`src/rtl/wb_arbiter_pkg.sv`:
```
// wb_arbiter_pkg: shared widths and write-back source encoding for the rv64 core
package rv64_pkg;
    localparam int XLEN       = 64;
    localparam int NREG       = 32;
    localparam int REG_ADDR_W = $clog2(NREG);

    typedef enum logic [1:0] {
        WB_NONE,
        WB_ALU,
        WB_LSU,
        WB_MDU
    } wb_src_e;
endpackage

```
`src/rtl/wb_arbiter_if.sv`:
```
// wb_arbiter_if: result sources, scoreboard control and register-file write port
interface wb_arbiter_if;
    import rv64_pkg::*;

    logic                  alu_valid_i;
    logic [REG_ADDR_W-1:0] alu_rd_i;
    logic [XLEN-1:0]       alu_data_i;
    logic                  lsu_valid_i;
    logic                  lsu_ready_o;
    logic [REG_ADDR_W-1:0] lsu_rd_i;
    logic [XLEN-1:0]       lsu_data_i;
    logic                  mdu_valid_i;
    logic                  mdu_ready_o;
    logic [REG_ADDR_W-1:0] mdu_rd_i;
    logic [XLEN-1:0]       mdu_data_i;
    logic                  mark_valid_i;
    logic [REG_ADDR_W-1:0] mark_rd_i;
    logic                  flush_i;
    logic [REG_ADDR_W-1:0] rs1_addr_i;
    logic                  rs1_busy_o;
    logic [REG_ADDR_W-1:0] rs2_addr_i;
    logic                  rs2_busy_o;
    logic                  rd_wen_o;
    logic [REG_ADDR_W-1:0] rd_addr_o;
    logic [XLEN-1:0]       rd_data_o;

    modport slave (
        input  alu_valid_i, alu_rd_i, alu_data_i,
        input  lsu_valid_i, lsu_rd_i, lsu_data_i,
        output lsu_ready_o,
        input  mdu_valid_i, mdu_rd_i, mdu_data_i,
        output mdu_ready_o,
        input  mark_valid_i, mark_rd_i, flush_i,
        input  rs1_addr_i, rs2_addr_i,
        output rs1_busy_o, rs2_busy_o,
        output rd_wen_o, rd_addr_o, rd_data_o
    );

    modport master (
        output alu_valid_i, alu_rd_i, alu_data_i,
        output lsu_valid_i, lsu_rd_i, lsu_data_i,
        input  lsu_ready_o,
        output mdu_valid_i, mdu_rd_i, mdu_data_i,
        input  mdu_ready_o,
        output mark_valid_i, mark_rd_i, flush_i,
        output rs1_addr_i, rs2_addr_i,
        input  rs1_busy_o, rs2_busy_o,
        input  rd_wen_o, rd_addr_o, rd_data_o
    );
endinterface

```
`src/rtl/wb_arbiter_scoreboard.sv`:
```
// wb_scoreboard: pending-write busy vector with mark/clear/flush and two hazard query ports
module wb_scoreboard
    import rv64_pkg::*;
(
    input  logic                  clk,
    input  logic                  rst_n,
    input  logic                  mark_valid,
    input  logic [REG_ADDR_W-1:0] mark_rd,
    input  logic                  clr_valid,
    input  logic [REG_ADDR_W-1:0] clr_rd,
    input  logic                  flush,
    input  logic [REG_ADDR_W-1:0] rs1_addr,
    input  logic [REG_ADDR_W-1:0] rs2_addr,
    output logic                  rs1_busy,
    output logic                  rs2_busy
);
    logic [NREG-1:0] busy_q;
    logic [NREG-1:0] busy_d;
    logic [NREG-1:0] set_mask;
    logic [NREG-1:0] clr_mask;

    // x0 is never tracked; the set is applied after the clear so a same-cycle mark survives
    always_comb begin
        set_mask = (mark_valid && |mark_rd) ? (NREG'(1) << mark_rd) : '0;
        clr_mask = clr_valid ? (NREG'(1) << clr_rd) : '0;
        busy_d   = flush ? '0 : ((busy_q & ~clr_mask) | set_mask);
    end

    // busy vector register
    always_ff @(posedge clk or negedge rst_n) begin
        if (!rst_n) busy_q <= '0;
        else        busy_q <= busy_d;
    end

    assign rs1_busy = busy_q[rs1_addr] && |rs1_addr;
    assign rs2_busy = busy_q[rs2_addr] && |rs2_addr;
endmodule

```
`src/rtl/wb_arbiter.sv`:
```
// wb_arbiter: merges ALU/LSU/MDU results into one registered register-file write per cycle
module wb_arbiter
    import rv64_pkg::*;
(
    input  logic         clk,
    input  logic         rst_n,
    wb_arbiter_if.slave  bus
);
    logic                  rr_q;
    logic                  lsu_ready;
    logic                  mdu_ready;
    wb_src_e               grant;
    wb_src_e               src_q;
    logic [REG_ADDR_W-1:0] rd_addr_d;
    logic [REG_ADDR_W-1:0] rd_addr_q;
    logic [XLEN-1:0]       rd_data_d;
    logic [XLEN-1:0]       rd_data_q;

    // ALU always wins; LSU and MDU share the leftover slot round-robin, flush blocks both
    always_comb begin
        lsu_ready = !bus.alu_valid_i && !bus.flush_i && (!rr_q || !bus.mdu_valid_i);
        mdu_ready = !bus.alu_valid_i && !bus.flush_i && (rr_q || !bus.lsu_valid_i);
        grant     = bus.alu_valid_i                ? WB_ALU :
                    (bus.lsu_valid_i && lsu_ready) ? WB_LSU :
                    (bus.mdu_valid_i && mdu_ready) ? WB_MDU : WB_NONE;
        rd_addr_d = (grant == WB_ALU) ? bus.alu_rd_i :
                    (grant == WB_LSU) ? bus.lsu_rd_i : bus.mdu_rd_i;
        rd_data_d = (grant == WB_ALU) ? bus.alu_data_i :
                    (grant == WB_LSU) ? bus.lsu_data_i : bus.mdu_data_i;
    end

    // output register and round-robin pointer; address/data hold when nothing is granted
    always_ff @(posedge clk or negedge rst_n) begin
        if (!rst_n) begin
            src_q     <= WB_NONE;
            rd_addr_q <= '0;
            rd_data_q <= '0;
            rr_q      <= 1'b0;
        end else begin
            src_q <= grant;
            if (grant != WB_NONE) begin
                rd_addr_q <= rd_addr_d;
                rd_data_q <= rd_data_d;
            end
            if (grant == WB_LSU)      rr_q <= 1'b1;
            else if (grant == WB_MDU) rr_q <= 1'b0;
        end
    end

    assign bus.lsu_ready_o = lsu_ready;
    assign bus.mdu_ready_o = mdu_ready;
    assign bus.rd_wen_o    = (src_q != WB_NONE) && |rd_addr_q;
    assign bus.rd_addr_o   = rd_addr_q;
    assign bus.rd_data_o   = rd_data_q;

    // busy clears off the output register so the drop lines up with register-file visibility
    wb_scoreboard u_sb (
        .clk        (clk),
        .rst_n      (rst_n),
        .mark_valid (bus.mark_valid_i),
        .mark_rd    (bus.mark_rd_i),
        .clr_valid  (src_q == WB_LSU || src_q == WB_MDU),
        .clr_rd     (rd_addr_q),
        .flush      (bus.flush_i),
        .rs1_addr   (bus.rs1_addr_i),
        .rs2_addr   (bus.rs2_addr_i),
        .rs1_busy   (bus.rs1_busy_o),
        .rs2_busy   (bus.rs2_busy_o)
    );
endmodule

```
`src/flat_wrapper.sv`:
```
// flat-port wrapper written by rule: the top's interface ports become plain ports
module wb_arbiter_flat import rv64_pkg::*;
  (clk, rst_n, bus_alu_valid_i, bus_alu_rd_i, bus_alu_data_i, bus_lsu_valid_i, bus_lsu_rd_i, bus_lsu_data_i, bus_lsu_ready_o, bus_mdu_valid_i, bus_mdu_rd_i, bus_mdu_data_i, bus_mdu_ready_o, bus_mark_valid_i, bus_mark_rd_i, bus_flush_i, bus_rs1_addr_i, bus_rs2_addr_i, bus_rs1_busy_o, bus_rs2_busy_o, bus_rd_wen_o, bus_rd_addr_o, bus_rd_data_o);
  wb_arbiter_if bus_i ();
  input  logic clk;
  input  logic rst_n;
  input wire logic [$bits(bus_i.alu_valid_i)-1:0] bus_alu_valid_i;
  input wire logic [$bits(bus_i.alu_rd_i)-1:0] bus_alu_rd_i;
  input wire logic [$bits(bus_i.alu_data_i)-1:0] bus_alu_data_i;
  input wire logic [$bits(bus_i.lsu_valid_i)-1:0] bus_lsu_valid_i;
  input wire logic [$bits(bus_i.lsu_rd_i)-1:0] bus_lsu_rd_i;
  input wire logic [$bits(bus_i.lsu_data_i)-1:0] bus_lsu_data_i;
  output wire logic [$bits(bus_i.lsu_ready_o)-1:0] bus_lsu_ready_o;
  input wire logic [$bits(bus_i.mdu_valid_i)-1:0] bus_mdu_valid_i;
  input wire logic [$bits(bus_i.mdu_rd_i)-1:0] bus_mdu_rd_i;
  input wire logic [$bits(bus_i.mdu_data_i)-1:0] bus_mdu_data_i;
  output wire logic [$bits(bus_i.mdu_ready_o)-1:0] bus_mdu_ready_o;
  input wire logic [$bits(bus_i.mark_valid_i)-1:0] bus_mark_valid_i;
  input wire logic [$bits(bus_i.mark_rd_i)-1:0] bus_mark_rd_i;
  input wire logic [$bits(bus_i.flush_i)-1:0] bus_flush_i;
  input wire logic [$bits(bus_i.rs1_addr_i)-1:0] bus_rs1_addr_i;
  input wire logic [$bits(bus_i.rs2_addr_i)-1:0] bus_rs2_addr_i;
  output wire logic [$bits(bus_i.rs1_busy_o)-1:0] bus_rs1_busy_o;
  output wire logic [$bits(bus_i.rs2_busy_o)-1:0] bus_rs2_busy_o;
  output wire logic [$bits(bus_i.rd_wen_o)-1:0] bus_rd_wen_o;
  output wire logic [$bits(bus_i.rd_addr_o)-1:0] bus_rd_addr_o;
  output wire logic [$bits(bus_i.rd_data_o)-1:0] bus_rd_data_o;
  assign bus_i.alu_valid_i = bus_alu_valid_i;
  assign bus_i.alu_rd_i = bus_alu_rd_i;
  assign bus_i.alu_data_i = bus_alu_data_i;
  assign bus_i.lsu_valid_i = bus_lsu_valid_i;
  assign bus_i.lsu_rd_i = bus_lsu_rd_i;
  assign bus_i.lsu_data_i = bus_lsu_data_i;
  assign bus_lsu_ready_o = bus_i.lsu_ready_o;
  assign bus_i.mdu_valid_i = bus_mdu_valid_i;
  assign bus_i.mdu_rd_i = bus_mdu_rd_i;
  assign bus_i.mdu_data_i = bus_mdu_data_i;
  assign bus_mdu_ready_o = bus_i.mdu_ready_o;
  assign bus_i.mark_valid_i = bus_mark_valid_i;
  assign bus_i.mark_rd_i = bus_mark_rd_i;
  assign bus_i.flush_i = bus_flush_i;
  assign bus_i.rs1_addr_i = bus_rs1_addr_i;
  assign bus_i.rs2_addr_i = bus_rs2_addr_i;
  assign bus_rs1_busy_o = bus_i.rs1_busy_o;
  assign bus_rs2_busy_o = bus_i.rs2_busy_o;
  assign bus_rd_wen_o = bus_i.rd_wen_o;
  assign bus_rd_addr_o = bus_i.rd_addr_o;
  assign bus_rd_data_o = bus_i.rd_data_o;
  wb_arbiter u_core (.clk(clk), .rst_n(rst_n), .bus(bus_i));
endmodule
```
`config.mk`:
```
export PLATFORM = sky130hd
export DESIGN_NAME = wb_arbiter_flat
export DESIGN_NICKNAME = d
export VERILOG_FILES = /design/src/rtl/wb_arbiter_pkg.sv /design/src/rtl/wb_arbiter_if.sv /design/src/rtl/wb_arbiter_scoreboard.sv /design/src/rtl/wb_arbiter.sv /design/src/flat_wrapper.sv
export SDC_FILE = /design/constraint.sdc
export NUM_CORES = 1
export LEC_CHECK = 0
export CAP_MARGIN = 10
export CORE_MARGIN = 4
export CORE_UTILIZATION = 39
export DETAILED_ROUTE_END_ITERATION = 10
export PLACE_DENSITY_LB_ADDON = 0.2
export SLEW_MARGIN = 20
export SYNTH_ARGS = -nofsm -noshare
export SYNTH_HDL_FRONTEND = slang
export SYNTH_HIERARCHICAL = 1
export SYNTH_SLANG_ARGS = --single-unit
```
`constraint.sdc`:
```
create_clock -name clk -period 3.95 [get_ports clk]
set_input_delay 1.185 -clock clk [delete_from_list [all_inputs] [get_ports clk]]
set_output_delay 1.185 -clock clk [all_outputs]
set_load 0.005 [all_outputs]
```
==> impl_metrics.toml, run 1 <==
[status]
status = "completed"

[global_routing]
grt_overflow_total = 0
antenna_found_initial = 2
grt_usage = 0.274
grt_pass1_wl_um = 39200
grt_max_degree = 104
grt_pass1_vias = 7042

[logic_synthesis]
syn_area_per_cell_um2 = 8.66
synth_edf_count = 0
synthesis.nets = 965
async_flop_share = 1.00
synth_area_um2 = 6370
yosys.area_share.xor_xnor = 0
syn_inst = 736
synth_fa_ha_area_frac = 0
ys_seq_elements = 103
synthDistinctLibCells = 48
muxShareOfSynthArea = 0.0495
ys_warn_count = 6
synth_top_family_by_area = "simple AND/OR/NAND/NOR gates"
yosys_most_used_dff = "dfrtp_1"
synth-seq-area-share = 0.404
yosys.area_share.simple = 0.258
synth_compound_area_frac = 0.225

[pwr]
seqPwrFrac = 0.371
power_frac_comb = 0.265
p_sw_w = 0.000825
power_frac_clock = 0.364
power_density_nw_per_um2 = 320
p_int_w = 0.00238
ir_worst_vdd_mv = 0.236
p_leak_nw = 3.68
switching_share = 0.257

[critical_path]
r2r-start = "u_core/rr_q"
critPathKind = "in -> out"
r2r_end = "u_core/bus.rd_data_o[59]"
critical_path_peak_fanout = 3
critical_path.startpoint = "bus_flush_i"
worstSetupStartpointType = "input port"
r2r_slack_ps = 2250
critPathArrivalTime_ps = 2700
worstSetupEndpoint = "bus_lsu_ready_o"
cp-end-kind = "output port"
critical_path_required_ps = 2760
rr_worst_depth = 4

[routing]
first_pass_iters = 7
wl_per_cell_um = 20.8
maxUsedRoutingLayer = "met5"
drt-met1-wl_um = 9560
dr.first_iter.drc_count = 534
drtAntennaViolNets = 0
met2_length_um = 13200
wl_met3_um = 2090
drt_wl_total_um = 25700
viasPerCell = 5.67
route.detailed.drc = 0
dr_total_vias = 6982

[clocking]
htree_num_levels = 3
ctsHoldBuffers = 0
root_buffer = "clkbuf_16"
numCtsBuffers = 9
cts.sinks = 103
clkSlewWorstSetupHoldPaths_ps = 60
clock_path_buffers = 2
clk_latency_ps = 350
cts_tree = "yes"

[sta]
slew_viol_final = 0
layout_setup_ws_ps = 64.1
slew_headroom = 0.348
period_share = 0.984
fin_skew_ps = 9.39
worst_pin_slew_ps = 977
min_period_ps = 3890
max_freq_ghz = 0.257
hold_viol = 0
rsz0062_at_grt = "false"
setup_viol = 0
hold-worst-slack_ps = 575

[floorplanning]
top_level_ports = 303
dieArea_um2 = 18400
start_util = 0.400
die_y_um = 136
rows = 46
die_x_um = 136
design.core.area_um2 = 15900

[layout]
syn_to_final_growth_pct = 57.1
mostFrequentLayoutCells = "clkdlybuf4s50_1 (292), dfrtp_1 (103), o21ai_0 (99), nand3_1 (83), nor2b_1 (82)"
final_nets = 1240
drive_gt1_frac = 0.0728
final_core_util = 0.628
fin_area_um2 = 10000
antenna_cells = 0
final_common_cell = "clkdlybuf4s50_1"

[place]
place_area_um2 = 9630
dp_hpwl_um = 18800
gp_congestion = 0.941
io_buffer_count = 302
place_ws_ps = -522

[run]
maxCapViolations = 0

[min_path]
hp-class = "reg -> reg"
-- Yosys cell counts (all sizes together), types with 2 or more instances --
library cell  count  area, µm²
inv               7       26.3
and3b             2       17.5
or2               4       25.0
nor3             71        360
a311oi           71        628
a2111oi           3       26.3
a211oi            3       22.5
mux2i            12        120
mux2              3       33.8
nand3            83        415
dfrtp           103       2580
nor2              6       22.5
mux4              7        161
and2              4       25.0
a2bb2oi           2       17.5
clkbuf           41        170
o22ai             2       12.5
o21ai           100        500
nand4             4       25.0
a21oi            32        160
nor2b            83        519
o311ai            2       17.5
nand2b            8       50.1
buf              33        203
nand2            39        146
-- per-stage QoR --
step / std cells / total power [W] / TNS [ps]
5_1_grt: 1232 / 0.00334 / 0
6_report: 1232 / 0.00321 / 0
3_5_place_dp: 1216 / 0.00206 / -943
4_1_cts: 1232 / 0.00323 / 0
3_3_place_gp: 1216 / 0.00205 / -874
2_1_floorplan: 736 / 0.00151 / 0
-- metal layers --
metal | vias to the layer above | global-route usage
li1 | 3302 | -
met1 | 3349 | 0.324
met2 | 280 | 0.473
met3 | 47 | 0.0751
met4 | 4 | 0.106
met5 | - | 0
-- worst max-delay path: stages --
cell             delay, ps
clkdlybuf4s50_1        540
a211o_2                370
inv_1                   60
clkdlybuf4s50_1        540
-- sequential cells by signal, summed over array words and instances, names as in the netlist --
signal                flops
u_core/bus.rd_addr_o      5
u_core/rr_q               1
u_core/bus.rd_data_o     64
u_core/u_sb/busy_q       31
u_core/src_q              2
-- what timing repair did --
item | CTS | global route
buffers inserted | 0 | 0
cloned | 0 | 0
gates resized for setup | 12 | 9
endpoints found under the setup margin | 2 | 2
-- worst min path at each step --
stage	start	end	slack [ps]	depth (start not counted)
4_1_cts	u_core/u_sb/busy_q[31]	u_core/u_sb/busy_q[31]	570	2
3_5_place_dp	u_core/u_sb/busy_q[31]	u_core/u_sb/busy_q[31]	570	2
2_1_floorplan	u_core/u_sb/busy_q[16]	u_core/u_sb/busy_q[16]	520	2
5_1_grt	u_core/u_sb/busy_q[22]	u_core/u_sb/busy_q[22]	600	2
3_3_place_gp	u_core/u_sb/busy_q[9]	u_core/u_sb/busy_q[9]	560	2
6_report	u_core/u_sb/busy_q[31]	u_core/u_sb/busy_q[31]	580	2
-- power groups by stage --
stage / Combinational [W] / Clock [W] / Sequential [W]
detailed placement: 0.000849 / 0 / 0.00121
CTS: 0.000851 / 0.00119 / 0.00119
floorplan: 0.000300 / 0 / 0.00121
global route: 0.000909 / 0.00123 / 0.00120
finish: 0.000849 / 0.00117 / 0.00119
global placement: 0.000848 / 0 / 0.00120
-- cell families after synthesis --
| kind of cell | count (synthesis) |
|---|---|
| simple gates | 309 |
| compound gates | 221 |
| flops | 103 |
| buf+inv | 81 |
| mux | 22 |
-- area by class of cell --
| cell class | instances | area [µm²] |
|---|---|---|
| Multi-Input combinational cell | 552 | 3420 |
| Timing Repair Buffer | 338 | 3330 |
| Fill cell | 1382 | 5930 |
| Inverter | 7 | 26.3 |
| Clock inverter | 6 | 155 |
| Sequential cell | 103 | 2580 |
| Tap cell | 216 | 270 |
| Clock buffer | 10 | 239 |
Note: power is estimated with default switching activity, not from simulation.
==> inputs of run 2 (changes only) <==
- ABC_AREA: not set -> 1
- CORE_UTILIZATION: 39 -> 46
==> impl_metrics.toml, run 2 <==
[global_routing]
antenna_found_initial = 2
grt_pass1_wl_um = 41400
grt_max_degree = 72
grt_usage = 0.314
grt_pass1_vias = 7668
grt_overflow_total = 0

[routing]
first_pass_iters = 6
viasPerCell = 5.43
wl_per_cell_um = 18.4
route.detailed.drc = 0
dr_total_vias = 8030
drtAntennaViolNets = 0
drt_wl_total_um = 27300
dr.first_iter.drc_count = 683

[logic_synthesis]
syn_area_per_cell_um2 = 6.73
synth_fa_ha_area_frac = 0
ys_seq_elements = 104
yosys.area_share.simple = 0.481
yosys_most_used_dff = "dfrtp_1"
synth_compound_area_frac = 0.0501
yosys.area_share.xor_xnor = 0
synth.cells.most_frequent = "nand2_1 (336), nand3_1 (206), dfrtp_1 (104)"
ys_warn_count = 6
yosysMostFrequentCell = "nand2_1"
synthDistinctLibCells = 24
synth-seq-area-share = 0.377
synth_area_um2 = 6900
synthesis.nets = 1253
async_flop_share = 1.00
yosysTopAreaCellShare = 0.377
syn_inst = 1024
muxShareOfSynthArea = 0
yosys.area.top_type = "dfrtp_1"
synth_top_family_by_area = "simple AND/OR/NAND/NOR gates"
synth_edf_count = 0
synth_area_leaders = "dfrtp_1 (38%), nand2_1 (18%), nand3_1 (15%)"

[layout]
largest_reg_flops = 64
fin_cells = 1480
fin_area_um2 = 10300
drive_gt1_frac = 0.102
mostFrequentLayoutCells = "nand2_1 (335), clkdlybuf4s50_1 (295), nand3_1 (206), dfrtp_1 (104), nand4_1 (73)"
syn_to_final_growth_pct = 49.4
regArea_um2 = 2600
antenna_cells = 0
final_common_cell = "nand2_1"
nFillCells = 1260
final_nets = 1520
multi_input_area_um2 = 3670

[place]
io_buffer_count = 302
place_area_um2 = 10000
dp_cells = 1462
dp_hpwl_um = 19800
gp_congestion = 0.956

[clocking]
cts.sinks = 104
htree_num_levels = 3
cts_tree = "yes"
clock_path_buffers = 2
clkSlewWorstSetupHoldPaths_ps = 70
root_buffer = "clkbuf_16"
numCtsBuffers = 9
clk_latency_ps = 350
ctsHoldBuffers = 0

[pwr]
power_frac_comb = 0.322
power_density_nw_per_um2 = 303
seqPwrFrac = 0.400
total_power_w = 0.00312
p_sw_w = 0.000984
p_leak_nw = 4.74
ir_worst_vdd_mv = 0.226
switching_share = 0.315
p_int_w = 0.00214
power_frac_clock = 0.278

[critical_path]
worstSetupStartpointType = "input port"
critPathArrivalTime_ps = 2620
critPathMaxStageDelay_ps = 490
critical_path_peak_fanout = 8
r2r-start = "u_core/rr_q"
critPathKind = "in -> out"
crit_top_cell = "nand2_1"
r2r_end = "u_core/bus.rd_addr_o[0]"
r2r_slack_ps = 1580
slowest_stage = "clkdlybuf4s50_1"
path_cells = "clkdlybuf4s15_1, buf_12, nand3_1, nand2_1, nand2_1, nand2_1, clkinv_1, nand2_1, nand2_1, nand2_1, clkdlybuf4s50_1"
rr_worst_depth = 7
critical_path_required_ps = 2760
cp-end-kind = "output port"

[sta]
setup_viol = 0
max_freq_ghz = 0.263
hold_viol = 0
fin_skew_ps = 4.34
worst_pin_slew_ps = 822
period_share = 0.963
slew_headroom = 0.452
rsz0062_at_grt = "false"
hold-worst-slack_ps = 481
min_period_ps = 3800
slew_viol_final = 0
fin_setup_tns_ps = 0

[min_path]
hp-class = "reg -> reg"
min-delay-start = "u_core/bus.rd_data_o[3]"
holdPathStages = 2
hold_path_end = "u_core/bus.rd_data_o[3]"

[floorplanning]
top_level_ports = 303
rows = 44
start_util = 0.473
die_y_um = 130
die_x_um = 130
design.core.area_um2 = 14600
dieArea_um2 = 17000

[status]
status = "completed"

[run]
maxCapViolations = 0
==> run 2: power groups by stage <==
stage          combinational (W)  sequential (W)  clock (W)
6_report                 0.00101         0.00125   0.000869
4_1_cts                  0.00101         0.00125   0.000882
5_1_grt                  0.00109         0.00126   0.000924
3_3_place_gp            0.000991         0.00127          0
2_1_floorplan           0.000401         0.00126          0
3_5_place_dp             0.00100         0.00127          0
==> run 2: final cells by class <==
class / instances / area share
clock buffer: 9 / 0.0219
clock inverter: 7 / 0.00534
inverter: 63 / 0.0243
multi-input combinational: 780 / 0.356
sequential: 104 / 0.253
tap: 184 / 0.0223
timing repair buffer: 333 / 0.318
==> run 2: how the worst max path moves through the flow <==
| stage | startpoint | endpoint | slack (ps) | cells after the start |
|---|---|---|---|---|
| after global routing | bus_rs1_addr_i[1] | bus_rs1_busy_o | 10 | 11 |
| after CTS | bus_rs1_addr_i[3] | bus_rs1_busy_o | 30 | 9 |
| after floorplan | bus_rs1_addr_i[0] | bus_rs1_busy_o | 870 | 11 |
| final | bus_rs1_addr_i[1] | bus_rs1_busy_o | 150 | 11 |
| after global placement | bus_rs1_addr_i[0] | bus_rs1_busy_o | -190 | 12 |
| after detailed placement | bus_rs1_addr_i[0] | bus_rs1_busy_o | -190 | 12 |
==> run 2: cells by family (layout without fill, tap and decap cells) <==
group | Yosys count | count (layout)
compound gates | 68 | 68
simple gates | 712 | 712
flops | 104 | 104
buf+inv | 140 | 412
==> run 2: routing by layer <==
layer,wire [µm],share of wire,vias up,track usage
met3,2190,0.080,55,0.0744
met2,13900,0.51,366,0.553
met5,19,0.00070,-,0
met4,760,0.028,4,0.105
li1,-,-,3920,-
met1,10400,0.38,3685,0.379
==> run 2: what timing repair did <==
action,CTS,global route
endpoints found under the setup margin,2,2
buffers inserted,0,1
gates resized for setup,7,9
cloned,0,1
pin swaps,0,1
==> run 2: through the flow <==
| stage | setup slack (ps) | utilization |
|---|---|---|
| floorplan | 865 | - |
| global placement | -191 | 0.686 |
| detailed placement | -195 | 0.686 |
| CTS | 25.7 | 0.705 |
| global route | 11.8 | 0.706 |
| finish | 147 | 0.706 |
==> run 2: worst max-delay path, delay by kind of cell <==
family / cells / cell delay [ps]
buf+inv: 4 / 1000
simple gates: 7 / 420
